**config.mk**
```make
export PLATFORM = sky130hd
export DESIGN_NAME = bin_to_bcd_seq
export DESIGN_NICKNAME = d
export VERILOG_FILES = /design/src/rtl/bin_to_bcd_seq.sv
export SDC_FILE = /design/constraint.sdc
export NUM_CORES = 1
export LEC_CHECK = 0
export CAP_MARGIN = 10
export CORE_MARGIN = 4
export CORE_UTILIZATION = 35
export CTS_CLUSTER_DIAMETER = 120
export DETAILED_ROUTE_END_ITERATION = 6
export PLACE_DENSITY = 0.58
export SLEW_MARGIN = 0
export SYNTH_ARGS = -nofsm -noshare
export SYNTH_HDL_FRONTEND = slang
export SYNTH_SLANG_ARGS = --single-unit
```
**constraint.sdc**
```tcl
create_clock -name clk -period 2 [get_ports clk]
set_clock_uncertainty 0.1 [all_clocks]
set_input_delay 0.4 -clock clk [delete_from_list [all_inputs] [get_ports clk]]
set_output_delay 0.4 -clock clk [all_outputs]
set_load 0.02 [all_outputs]
```
**src/rtl/bin_to_bcd_seq.sv**
```systemverilog
// Sequential shift-and-add-3 binary-to-BCD converter feeding the seven-segment mux.
// The output word is registered and updates only when a conversion completes, or is cleared by reset.
module bin_to_bcd_seq #(
  parameter int N = 4,
  parameter int W = 14
) (
  input  logic           clk,
  input  logic           reset_n,
  input  logic           start,
  input  logic [W-1:0]   bin,
  output logic           busy,
  output logic           done,
  output logic [4*N-1:0] bcd,
  output logic           overflow
);

  localparam int CW    = (W > 4*N) ? W : 4*N;
  localparam int CNT_W = $clog2(W + 1);

  typedef enum logic [1:0] {
    IDLE  = 2'd0,
    SHIFT = 2'd1,
    DONE  = 2'd2
  } state_t;

  function automatic logic [CW-1:0] pow10(input int n);
    logic [CW-1:0] p;
    p = CW'(1);
    for (int i = 0; i < n; i++) p = p * CW'(10);
    return p;
  endfunction

  localparam logic [CW-1:0] LIMIT = pow10(N);

  function automatic logic [4*N-1:0] add3(input logic [4*N-1:0] s);
    logic [4*N-1:0] r;
    r = s;
    for (int i = 0; i < N; i++)
      if (s[4*i +: 4] >= 4'd5) r[4*i +: 4] = s[4*i +: 4] + 4'd3;
    return r;
  endfunction

  function automatic logic [4*N-1:0] sat_bcd(input logic ovf, input logic [4*N-1:0] s);
    return ovf ? {N{4'h9}} : s;
  endfunction

  state_t               state_q, state_d;
  logic [W-1:0]         sh_q, sh_d;
  logic [4*N-1:0]       scratch_q, scratch_d;
  logic [CNT_W-1:0]     cnt_q, cnt_d;
  logic                 ovf_q, ovf_d;
  logic                 busy_q, busy_d;
  logic                 done_q, done_d;
  logic [4*N-1:0]       bcd_q, bcd_d;
  logic                 overflow_q, overflow_d;
  logic [4*N-1:0]       adj;
  logic [CW-1:0]        bin_ext;

  assign bin_ext = CW'(bin);
  assign adj     = add3(scratch_q);

  always_comb begin
    state_d    = state_q;
    sh_d       = sh_q;
    scratch_d  = scratch_q;
    cnt_d      = cnt_q;
    ovf_d      = ovf_q;
    busy_d     = busy_q;
    done_d     = 1'b0;
    bcd_d      = bcd_q;
    overflow_d = overflow_q;
    unique case (state_q)
      IDLE: begin
        if (start) begin
          sh_d      = bin;
          scratch_d = '0;
          cnt_d     = CNT_W'(W);
          ovf_d     = (bin_ext >= LIMIT);
          busy_d    = 1'b1;
          state_d   = SHIFT;
        end
      end
      SHIFT: begin
        // Digits overflowing the top only happen for out-of-range inputs, which saturate anyway.
        scratch_d = {adj[4*N-2:0], sh_q[W-1]};
        sh_d      = {sh_q[W-2:0], 1'b0};
        cnt_d     = cnt_q - CNT_W'(1);
        if (cnt_q == CNT_W'(1)) state_d = DONE;
      end
      DONE: begin
        bcd_d      = sat_bcd(ovf_q, scratch_q);
        overflow_d = ovf_q;
        done_d     = 1'b1;
        busy_d     = 1'b0;
        state_d    = IDLE;
      end
      default: state_d = IDLE;
    endcase
  end

  always_ff @(posedge clk) begin
    if (!reset_n) begin
      state_q    <= IDLE;
      sh_q       <= '0;
      scratch_q  <= '0;
      cnt_q      <= '0;
      ovf_q      <= 1'b0;
      busy_q     <= 1'b0;
      done_q     <= 1'b0;
      bcd_q      <= '0;
      overflow_q <= 1'b0;
    end else begin
      state_q    <= state_d;
      sh_q       <= sh_d;
      scratch_q  <= scratch_d;
      cnt_q      <= cnt_d;
      ovf_q      <= ovf_d;
      busy_q     <= busy_d;
      done_q     <= done_d;
      bcd_q      <= bcd_d;
      overflow_q <= overflow_d;
    end
  end

  assign busy     = busy_q;
  assign done     = done_q;
  assign bcd      = bcd_q;
  assign overflow = overflow_q;

endmodule

```
==> results by group, run 1 <==
Job
  – # Max-Cap Violations: 0

Clock tree
  – Setup Buffers After CTS: 0
  – Hold buffers post-CTS: 0
  – Clock Tree Buf Depth: 2
  – Clock sink total: 56
  – CTS Buf Count: 5
  – Reg clk slew, reported paths: ~0.10 ns
  – # resized after CTS: 0
  – CTS root buf: clkbuf_8
  – CTS H-tree lvls: 2
  – TritonCTS clock tree: built
  – Clk Latency, worst-skew pair: 0.31 ns

Logic synthesis
  – Synthesis-stage register bit count: 56
  – Synth top cells by count: dfxtp_1 (56), nor2_1 (34), nand2_1 (33), a21oi_1 (18), nor3_1 (17)
  – Gate Count Post-Synth: 285
  – Synth top area cells: dfxtp_1 (44%), nor2_1 (5.0%), ha_1 (4.9%)
  – Main flop type after synthesis: dfxtp_1
  – Most common cell in the netlist: dfxtp_1
  – Syn nets: 312
  – Asr flop ratio synth: 0%
  – Count of cell types in the netlist: 45
  – Post-synthesis sequential area ratio: 43.79%
  – Post-synth EDFFs: 0
  – Mapped Avg Cell Area: 8.982 sq um
  – Area leader, netlist: dfxtp_1
  – Top-area cell type share of the netlist area: 43.79%
  – Cell Area, Synth: 2560 sq um
  – Warnings, synthesis: 0

Routing
  – Vias: 2027
  – # DRC: 0
  – Initial DRT Pass Iterations: 4
  – Routed len/inst: 13.35 um
  – Final ANT Viol Nets: 0
  – Via density: 4.908
  – DR iter-0 viols: 145
  – Total wire length: 5512 um

Worst setup path
  – Critical path destination: bcd[0]
  – Crit path buffers/inverters: 1
  – Setup crit end kind: output pin
  – Reg2reg setup slack: around 0.33 ns
  – R2r startpoint: state_q[0]
  – Req. time, crit path: 1.50 ns
  – Reg2Reg Capture Point: scratch_q[3]
  – CP Depth: 1
  – Critical Path Start: bcd[0]
  – Kind of critical path: reg -> out
  – Worst Path Max Fanout: 2
  – Startpoint types: register
  – Reg2Reg Depth: 4
  – Crit path max-delay cell type: clkdlybuf4s50_1
  – Critical path arrival: 1.28 ns
  – Top Family by Delay on Critical Path: buffers and inverters
  – Crit path cell chain: clkdlybuf4s50_1
  – Slowest stage delay, CP: 0.61 ns

Timing
  – Fmax: 563.0 MHz
  – Total negative slack: 0 ns
  – Tcrit/Tclk final: 88.82%
  – Final Hold Vio Count: 0
  – Slew Limit Fails: 0
  – Crit path time final: 1.776 ns
  – Slew of the pin with the lowest slew margin: roughly 0.66 ns
  – RSZ-0062 raised after global routing: false
  – Slew headroom: 56.27%
  – Final Setup Violations: 0

Placed design
  – Final GP Congestion: 0.7769
  – PortBufs: 35
  – Placed Cells: slightly above 400
  – Dpl hpwl: 3881 um
  – Placed Area: 2963 sq um

GRT
  – GRT Total Usage: 13.41%
  – Largest net degree at the start of global routing: 31
  – Total grt overflow: 0
  – Vias in the first global route: 1868
  – First-pass GRT wire length: roughly 9400 um
  – Antenna violations before repair: 0

Layout
  – Nets: 343
  – Share of post-route cells with drive strength above 1: 8.833%
  – Area grow syn2layout: 20.09%
  – Design Area, Final: 3074 sq um
  – Ant diodes: 0
  – Non-filler cells, final: 413

Die
  – Die H: 93.52 um
  – Die width: 93.52 um
  – Row Count: 30
  – Top Ports: 36
  – Die area: between 8000 and 9000 sq um
  – CORE AREA: 6944 sq um
  – Starting density of the core: 36.86%

Hold path
  – Worst min path class: reg -> reg

Pwr
  – VDD IR max: 0.2503 mV
  – PD cells: 709.6 nW/um^2
  – P_leak: 1.146 nW

Status
  – Status: finished, final reports clean
## worst min-delay path by stage
| stage | from | end | cells after the start |
|---|---|---|---|
| 2_1_floorplan | sh_q[13] | scratch_q[0] | 2 |
| 3_3_place_gp | bcd[9] | bcd[9] | 2 |
| 3_5_place_dp | bcd[1] | bcd[1] | 2 |
| 4_1_cts | bcd[1] | bcd[1] | 2 |
| 5_1_grt | bcd[1] | bcd[1] | 2 |
| 6_report | bcd[1] | bcd[1] | 2 |
## stage by stage
stage	util (%)	worst slack, ns	hold slack, ns	power (W)
2_1_floorplan	-	0.5252	0.3478	0.001382
3_3_place_gp	42.67	0.1859	0.3396	0.001460
3_5_place_dp	42.67	0.1718	0.3459	0.001463
4_1_cts	44.27	0.1951	0.3601	0.002201
5_1_grt	44.27	0.1622	0.3827	0.002290
6_report	44.27	0.2236	0.3559	0.002181
## metal layers
metal	share of wire (%)	track usage (%)	routed length (um)	vias up
met5	0	0	0	-
met1	54	19.51	2994	926
li1	-	-	-	1064
met3	3.4	2.735	189	7
met2	41	19.42	2239	30
met4	1.6	4.762	88	0
## cell usage in the layout (no fill, tap or decap), types with 5 or more instances in the layout
master / instances
dfxtp_1: 56
clkdlybuf4s50_1: 35
nor2_1: 34
nand2_1: 33
a21oi_1: 18
nor3_1: 17
a311oi_1: 12
inv_1: 11
o21ai_0: 10
ha_1: 10
nand2b_1: 5
clkbuf_8: 5
buf_4: 5
## power breakdown
part / switching [W] / leakage (nW) / internal [W]
Clock: 0.000374 / 0.0541 / 0.000371
Sequential: 0.0000382 / 0.457 / 0.00116
Combinational: 0.000129 / 0.635 / 0.000110
## cell type report
cell class | instances | area [sq um]
Clock buffer | 5 | 68.82
Clock inverter | 3 | 42.54
Fill cell | 693 | 3870
Inverter | 12 | 45.04
Multi-Input combinational cell | 200 | 1269
Sequential cell | 56 | 1121
Tap cell | 96 | 120.1
Timing Repair Buffer | 41 | 407.9
## flip-flops by register name, summed over array words and instances, names as in the netlist
signal,flops
overflow,1
bcd,16
state_q,2
done,1
ovf_q,1
scratch_q,16
sh_q,14
busy,1
cnt_q,4
## cell families after synthesis
family | synth area share (%)
AOI/OAI and AO/OA | 19.11
xor gates and xnor gates | 2.395
adders and majority gates | 4.888
buffers and inverters | 6.647
DFF | 43.79
muxes | 1.564
and+or+nand+nor | 21.60
No activity file was read; power rests on OpenSTA's default activity.
==> run 2: changes to the inputs <==
Settings changed: ABC_AREA from default to 1, CORE_UTILIZATION 35 to 54, CTS_CLUSTER_SIZE from default to 12, PLACE_DENSITY 0.58 to 0.82.
==> results by group, run 2 <==
Status
  – Status: finished, final reports clean

Layout
  – Nets: 401 (+17%)
  – Share of post-route cells with drive strength above 1: 6.417% (-2.4 points)
  – Most frequent cells in the layout: nand2_1 (95), dfxtp_1 (56), a21oi_1 (42)
  – Commonest non-fill, non-tap cell in the layout: nand2_1
  – Utilization after layout: 67.37% (+23 points)
  – Design Area, Final: 2994 sq um (-2.6%)
  – Ant diodes: 0 (unchanged)
  – Filler cells: 393 (-43%)
  – Area grow syn2layout: 17.65%

Logic synthesis
  – Gate Count Post-Synth: 339 (+19%)
  – Adder-Cell Fraction of Synth Area: 4.916% (+0.029 points)
  – Synth top area cells: dfxtp_1 (44%), nand2_1 (14%), a21oi_1 (8.3%)
  – Mux contribution to synthesized area: 0% (-1.6 points)
  – Simple-gate share of the synthesized area: 26.75% (+5.1 points)
  – Synthesis-stage register bit count: 56 (unchanged)
  – Area leader, netlist: dfxtp_1
  – Post-synthesis sequential area ratio: 44.05% (+0.26 points)
  – Asr flop ratio synth: 0% (unchanged)
  – Mapped Avg Cell Area: 7.507 sq um (-16%)
  – Count of cell types in the netlist: 24 (-47%)
  – Most common cell in the netlist: nand2_1
  – Post-synth EDFFs: 0 (unchanged)
  – Compound-cell area share of the yosys netlist: 16.47% (-2.6 points)
  – Cell Area, Synth: 2545 sq um (-0.59%)
  – Synth top cells by count: nand2_1 (95), dfxtp_1 (56), a21oi_1 (42), nor2_1 (26), inv_1 (23)
  – Xor/xnor cell area share of the yosys netlist: 0% (-2.4 points)
  – Largest family of logic cells by synthesized area: simple AND/OR/NAND/NOR gates
  – Top-area cell type share of the netlist area: 44.05% (+0.26 points)
  – Main flop type after synthesis: dfxtp_1
  – Warnings, synthesis: 0 (unchanged)
  – Syn nets: 366 (+17%)

Timing
  – Crit path time final: 1.799 ns (+0.02291 ns)
  – Tcrit/Tclk final: 89.96% (+1.1 points)
  – Final Setup Violations: 0 (unchanged)
  – Final Hold Vio Count: 0 (unchanged)
  – RSZ-0062 raised after global routing: false
  – Total negative slack: 0 ns (unchanged)
  – Slew Limit Fails: 0 (unchanged)
  – Slew of the pin with the lowest slew margin: 0.3706 ns (-0.2845 ns)
  – Fmax: 555.8 MHz (-1.3%)
  – Slew headroom: 75.24% (+19 points)

Clock tree
  – CTS root buf: clkbuf_8
  – CTS Buf Count: 5 (unchanged)
  – Hold buffers post-CTS: 0 (unchanged)
  – # resized after CTS: 0 (unchanged)
  – Reg clk slew, reported paths: 0.09 ns (about the same)
  – Clock sink total: 56 (unchanged)
  – CTS H-tree lvls: 2 (unchanged)
  – Setup Buffers After CTS: 0 (unchanged)
  – TritonCTS clock tree: built
  – Clk Latency, worst-skew pair: 0.30 ns (about the same)
  – Clock Tree Buf Depth: 2 (unchanged)

GRT
  – Antenna violations before repair: 0 (unchanged)
  – Vias in the first global route: 2128 (+14%)
  – Largest net degree at the start of global routing: 29 (-6.5%)
  – First-pass GRT wire length: 8997 um (-4.3%)
  – Total grt overflow: 0 (unchanged)
  – GRT Total Usage: 18.60% (+5.2 points)

Routing
  – Final ANT Viol Nets: 0 (unchanged)
  – Via density: 5.484 (+12%)
  – Met2 wire length: 2564 um (+15%)
  – Top sig layer: met4
  – Vias: 2336 (+15%)
  – Total wire length: 5423 um (-1.6%)
  – Met3 WL: 427 um (+130%)
  – DR iter-0 viols: 216 (+49%)
  – Initial DRT Pass Iterations: 5 (+1)
  – Met1 WL: 2368 um (-21%)
  – # DRC: 0 (unchanged)
  – Routed len/inst: 12.73 um (-4.6%)

Placed design
  – Final GP Congestion: 0.8368 (+7.7%)
  – Dpl hpwl: 3842 um (-1.0%)
  – Placed Area: 2917 sq um (-1.6%)
  – PortBufs: 35 (unchanged)

Worst setup path
  – Crit path cell chain: clkdlybuf4s50_1
  – Worst Path Max Fanout: 2 (unchanged)
  – Critical path arrival: 1.30 ns (+0.02 ns)
  – Slowest stage delay, CP: 0.63 ns (+0.02 ns)
  – Crit path max-delay cell type: clkdlybuf4s50_1
  – Setup crit end kind: output pin
  – Kind of critical path: reg -> out
  – Req. time, crit path: 1.50 ns (about the same)
  – Startpoint types: register
  – Top Family by Delay on Critical Path: buffers and inverters
  – Crit path buffers/inverters: 1 (unchanged)

Hold path
  – Worst min path class: reg -> reg

Pwr
  – P_leak: 1.149 nW (+0.22%)
  – Final Power: 0.002008 W (-8.0%)
  – PD cells: 670.5 nW/um^2 (-5.5%)
  – VDD IR max: 0.3795 mV (+52%)

Die
  – Die H: 76.65 um (-18%)
  – CORE AREA: 4444 sq um (-36%)
  – Top Ports: 36 (unchanged)
  – Die area: 5875 sq um (-33%)
  – Row Count: 24 (-20%)
  – Starting density of the core: 57.26% (+20 points)
  – Die width: 76.65 um (-18%)

Job
  – # Max-Cap Violations: 0 (unchanged)
==> run 2: cell types whose count changed in the layout (fill, tap and decap cells not counted), sizes merged, moves of 7 or more <==
cell    previous run  this run
a21oi             18        44
a22oi              0         8
a311oi            12         0
inv               12        27
nand2             34        97
nand2b             8         0
nand3              3        20
nand4              1         8
nor2              37        30
nor3              17         2
==> run 2: metal layers <==
layer,vias to the layer above,GRT usage [%]
li1,1192,-
met1,1054,21.58
met2,84,33.22
met3,6,4.098
met4,0,7.246
met5,-,0
==> run 2: final timing paths <==
kind	start	to	slack, ns	depth (start not counted)
max	overflow	overflow	0.20	1
min	bcd[15]	bcd[15]	0.37	2
max reg2reg	state_q[0]	scratch_q[8]	0.41	7
min reg2reg	bcd[15]	bcd[15]	0.37	2
==> run 2: layout make-up <==
cell class	count	area, sq um	area share [%]
repair buffers	41	395.4	13.21
clock inverters	1	5.005	0.1672
well taps	52	65.06	2.173
multi-input cells	242	1225	40.91
clock buffers	6	72.57	2.424
inverters	28	110.1	3.677
flip-flops and latches	56	1121	37.44
==> run 2: per-stage QoR <==
stage | setup slack [ns] | instances | hold WS [ns]
6_report | 0.2007 | 426 | 0.3661
5_1_grt | 0.1569 | 426 | 0.3927
4_1_cts | 0.1832 | 426 | 0.3687
3_5_place_dp | 0.2092 | 419 | 0.3552
3_3_place_gp | 0.2460 | 419 | 0.3516
2_1_floorplan | 0.7201 | 339 | 0.3392
==> run 2: cells by family (layout without fill, tap and decap cells) <==
logic type | count (synthesis) | after routing
simple gates | 157 | 157
compound gates | 75 | 75
flops | 56 | 56
buf+inv | 41 | 76
fa+ha+maj | 10 | 10
==> run 2: report_power, final <==
part           switching (W)  total, W  internal, W
sequential         0.0000299   0.00119      0.00116
clock               0.000341  0.000580     0.000239
combinational       0.000147  0.000242    0.0000946
==> run 3: changes to the inputs <==
Settings changed: CTS_CLUSTER_SIZE 12 to 16.
==> results of run 3 <==
Same layout as run 2: the final DEF is identical, and so are final timing and power.
